--- src/rtl/register_reader.sv ---
// register_reader: streams selected registers of a flattened bank bus as valid/ready beats.
// Define REGISTER_READER_SNAPSHOT_EN to read from a bus shadow captured at start.
module register_reader #(
   parameter int DATA_WIDTH = 8,
   parameter int NUM_REG = 6,
   localparam int IDX_W = (NUM_REG > 1) ? $clog2(NUM_REG) : 1
) (
   input  logic                          clk,
   input  logic                          i_rst_n,
   input  logic [NUM_REG*DATA_WIDTH-1:0] i_read_data,
   input  logic                          i_start,
   input  logic [NUM_REG-1:0]            i_read_mask,
   input  logic                          i_ready,
   output logic                          o_valid,
   output logic [DATA_WIDTH-1:0]         o_data,
   output logic [IDX_W-1:0]              o_index,
   output logic                          o_last,
   output logic                          o_busy,
   output logic                          o_done
);
   typedef enum logic [1:0] {IDLE, SEND, DONE} state_t;
   state_t state;
   logic [NUM_REG-1:0] pend, nxt;
   logic [DATA_WIDTH-1:0] regs [NUM_REG];
   function automatic logic [IDX_W-1:0] lsb(input logic [NUM_REG-1:0] v);
      lsb = '0;
      for (int k = NUM_REG - 1; k >= 0; k--) if (v[k]) lsb = IDX_W'(k);
   endfunction
   function automatic logic one(input logic [NUM_REG-1:0] v);
      return v != '0 && (v & (v - NUM_REG'(1))) == '0;
   endfunction
`ifdef REGISTER_READER_SNAPSHOT_EN
   logic [NUM_REG*DATA_WIDTH-1:0] shadow;
   wire  [NUM_REG*DATA_WIDTH-1:0] src = shadow;
`else
   wire  [NUM_REG*DATA_WIDTH-1:0] src = i_read_data;
`endif
   for (genvar g = 0; g < NUM_REG; g++) begin : g_reg
      assign regs[g] = src[g*DATA_WIDTH +: DATA_WIDTH];
   end
   assign nxt = pend & ~(NUM_REG'(1) << o_index);
   assign o_data = o_valid ? regs[o_index] : '0;
   always_ff @(posedge clk or negedge i_rst_n) begin
      if (!i_rst_n) begin
         state   <= IDLE;
         pend    <= '0;
         o_valid <= 1'b0;
         o_index <= '0;
         o_last  <= 1'b0;
         o_busy  <= 1'b0;
         o_done  <= 1'b0;
`ifdef REGISTER_READER_SNAPSHOT_EN
         shadow  <= '0;
`endif
      end else begin
         case (state)
            IDLE: if (i_start) begin
               pend    <= i_read_mask;
               state   <= (|i_read_mask) ? SEND : DONE;
               o_valid <= |i_read_mask;
               o_index <= lsb(i_read_mask);
               o_last  <= one(i_read_mask);
               o_busy  <= 1'b1;
               o_done  <= ~|i_read_mask;
`ifdef REGISTER_READER_SNAPSHOT_EN
               shadow  <= i_read_data;
`endif
            end
            // outputs advance only on acceptance, so a waiting beat never changes
            SEND: if (i_ready) begin
               pend    <= nxt;
               o_index <= lsb(nxt);
               o_last  <= one(nxt);
               o_valid <= ~o_last;
               o_done  <= o_last;
               state   <= o_last ? DONE : SEND;
            end
            DONE: begin
               state  <= IDLE;
               o_busy <= 1'b0;
               o_done <= 1'b0;
            end
            default: state <= IDLE;
         endcase
      end
   end
endmodule

--- config.mk ---
export PLATFORM = sky130hd
export DESIGN_NAME = register_reader
export DESIGN_NICKNAME = d
export VERILOG_FILES = /design/src/rtl/register_reader.sv
export SDC_FILE = /design/constraint.sdc
export NUM_CORES = 1
export LEC_CHECK = 0
export ABC_AREA = 0
export BUFFER_PORTS_ARGS = -buffer_cell sky130_fd_sc_hd__buf_4
export CORE_MARGIN = 5
export CORE_UTILIZATION = 48
export DETAILED_ROUTE_END_ITERATION = 12
export PLACE_DENSITY = 0.81
export SYNTH_ARGS = -nofsm -noshare
export SYNTH_HDL_FRONTEND = slang
export SYNTH_SLANG_ARGS = --single-unit
export TNS_END_PERCENT = 50
--- constraint.sdc ---
create_clock -name clk -period 3.1 [get_ports clk]
set_input_delay 0.62 -clock clk [delete_from_list [all_inputs] [get_ports clk]]
set_output_delay 0.62 -clock clk [all_outputs]
set_load 0.005 [all_outputs]
==> impl_results.md <==
* Worst path required time at 2480 ps
* Clk_skew at 16.2 ps
* Post-DP Area at 2160 um^2
* Layout area overhead at 35.3%
* Clk slew on worst S/H paths at 110 ps
* Die Area at 4630 um^2
* Area of the multi-input gates at 1100 um^2
* Wirelength per Cell at 15.3 um
* Nets at 329
* Vias in the first global route at 1548
* Fin. Hold Viols at 0
* Fraction of layout instances using a drive strength above 1 at 34.6%
* Fin crit period at 2720 ps
* Rows at 21
* Critical path class: reg2out
* Ports at 73
* First-pass GRT wire length at 7.39 mm
* Pins Over Slew Limit at 0
* R2R Path End: o_last
* Final worst path period share at 87.8%
* Final ANT Viol Nets at 0
* Reg2Reg Setup Slack at 680 ps
* PortBufs at 72
* Hold buffer count at cts at 0
* Main synth FF type: dfrtp_1
* Chip Height at 68.0 um
* Drt via density at 5.53
* Max VDD drop at 0.488 mV
* Final setup fails at 0
* Worst skew pair latency at 300 ps
* H-Tree Depth at 1
* Reg-to-reg critical path startpoint: state[1]
* Antenna diodes at 0
* GPL Wtd Cong at 0.839
* Max cap viols at 0
* Most frequent cells in the layout: buf_4 (75), nand2_1 (25), o21ai_0 (19)
* Fmax at 367 MHz
* Status: finished clean
* Setup crit end kind: output port
* Startpoint Class: register
* Largest net degree at the start of global routing at 26
* Mean Syn Cell Area at 8.00 um^2
* Routed Wire Length at 4.77 mm
* Final Cell Area at 2190 um^2
* Initial Utilization at 49.2%
* RSZ-0062 raised after global routing: false
* Setup Buffers After CTS at 0
* FF+latch area at 375 um^2
* Register area share after synthesis at 23.2%
* GRT Residual Overflow at 0
* EDFF count, synth at 0
* Synth cell types at 45
* R2R cell count at 6
* FF+latch count, synth at 15
* Hpwl dp at 3.63 mm
* Clock Path Buffers at 2
* Commonest non-fill, non-tap cell in the layout: buf_4
* CTS root buf: clkbuf_4
* Pre-antenna DRT Iters at 6
* TritonCTS clock tree: built
* CTS resizes at 0
* Ys async rst share at 100%
* Via count at 1725
* Synth warn at 0
* Cells after synthesis at 202
* Slew @ Worst Pin at 833 ps
* Power Density at 814 nW/um^2
* Synthesized area at 1620 um^2
* Total CTS buffers at 3
* Worst-path maximum fanout at 25
* Die Width at 68.0 um
* TNS Setup at 0 ps
* Initial antenna violation count at 0
* Relative slew slack at 44.5%
* First DRT Iteration DRCs at 71
* Fillers at 298
* DR DRC count at 0
* Syn Nets at 264
* Worst min-delay path category: in2async
* Static leakage at 1.03 nW
* Gr usage total at 20.4%
* Sinks on the clock net at 15
* Crit path DAT at 2100 ps
* Core area at 3280 um^2
through the flow:
| stage | hold WS, ps | utilization (%) | power, mW | worst slack (ps) | cells |
|---|---|---|---|---|---|
| 2_1_floorplan | 324 | - | 1.30 | 1010 | 202 |
| 3_3_place_gp | 488 | 65.6 | 1.63 | 763 | 308 |
| 3_5_place_dp | 488 | 65.6 | 1.65 | 739 | 308 |
| 4_1_cts | 161 | 66.6 | 1.78 | 405 | 312 |
| 5_1_grt | 153 | 66.6 | 1.96 | 236 | 312 |
| 6_report | 147 | 66.6 | 1.78 | 377 | 312 |
report_power, final:
part,total (mW),internal (mW),switching [mW]
Sequential,0.439,0.281,0.158
Clock,0.122,0.0492,0.0733
Combinational,1.22,0.620,0.598
state kept, by name, indices dropped and copies added, names as in the netlist:
register and flops:
o_busy 1, o_index 3, o_valid 1, o_done 1, o_last 1, state 2, pend 6
cell type report:
type	instances	share of cell area, %
Multi-Input combinational cell	156	50.3
Timing Repair Buffer	75	25.8
Sequential cell	15	17.2
Inverter	16	2.75
Tap cell	46	2.63
Clock buffer	3	1.03
Clock inverter	1	0.343
routing by layer:
layer	vias to the layer above	track usage [%]	wire length (um)
li1	856	-	-
met1	775	27.1	1940
met2	86	33.1	2160
met3	8	5.75	599
met4	0	4.47	69
met5	-	0	0
cells in the mapped netlist, types with 2 or more instances:
library cell	instances	share of area, %
a22o_1	2	1.1
a31oi_1	3	1.2
buf_2	2	0.62
nor2_1	12	2.8
nor4_1	2	0.77
nand2b_1	4	1.5
a21o_1	2	0.93
mux4_2	8	11
clkbuf_1	8	1.9
nor3_1	3	0.93
nor2b_1	4	1.5
a21boi_0	4	1.9
a2111oi_0	2	1.1
and2_1	8	3.1
o21ai_1	2	0.62
nand3_1	2	0.62
o2111ai_1	2	1.1
buf_4	3	1.4
o22ai_1	8	3.1
inv_1	16	3.7
a21oi_1	8	2.5
nand2_1	25	5.8
o31ai_1	2	0.93
a22oi_1	3	1.4
o21ai_0	19	5.9
dfrtp_1	15	23
ha_1	4	3.1
mux2i_1	12	7.4
cells by family after synthesis:
logic type                 count (synthesis)  synth area share (%)
adders and majority gates                  5                  3.72
AOI/OAI and AO/OA                         62                  24.2
muxes                                     20                  18.6
xor gates and xnor gates                   1                 0.542
buffers and inverters                     31                  8.68
DFF                                       15                  23.2
and+or+nand+nor                           68                  21.0
worst max path at each step:
stage | start | end | cells after the start
2_1_floorplan | o_index[0] | o_data[6] | 6
3_3_place_gp | o_index[1] | o_data[2] | 4
3_5_place_dp | o_index[1] | o_data[2] | 4
4_1_cts | o_index[1] | o_data[2] | 4
5_1_grt | o_index[1] | o_data[4] | 4
6_report | o_index[1] | o_data[6] | 4
worst max-delay path: stages, from the launching register on:
cell and delay, ps:
dfrtp_1 890, nand2b_1 490, o22ai_1 120, and2_1 180
buf_4 130
Note: power is estimated with default switching activity, not from simulation.
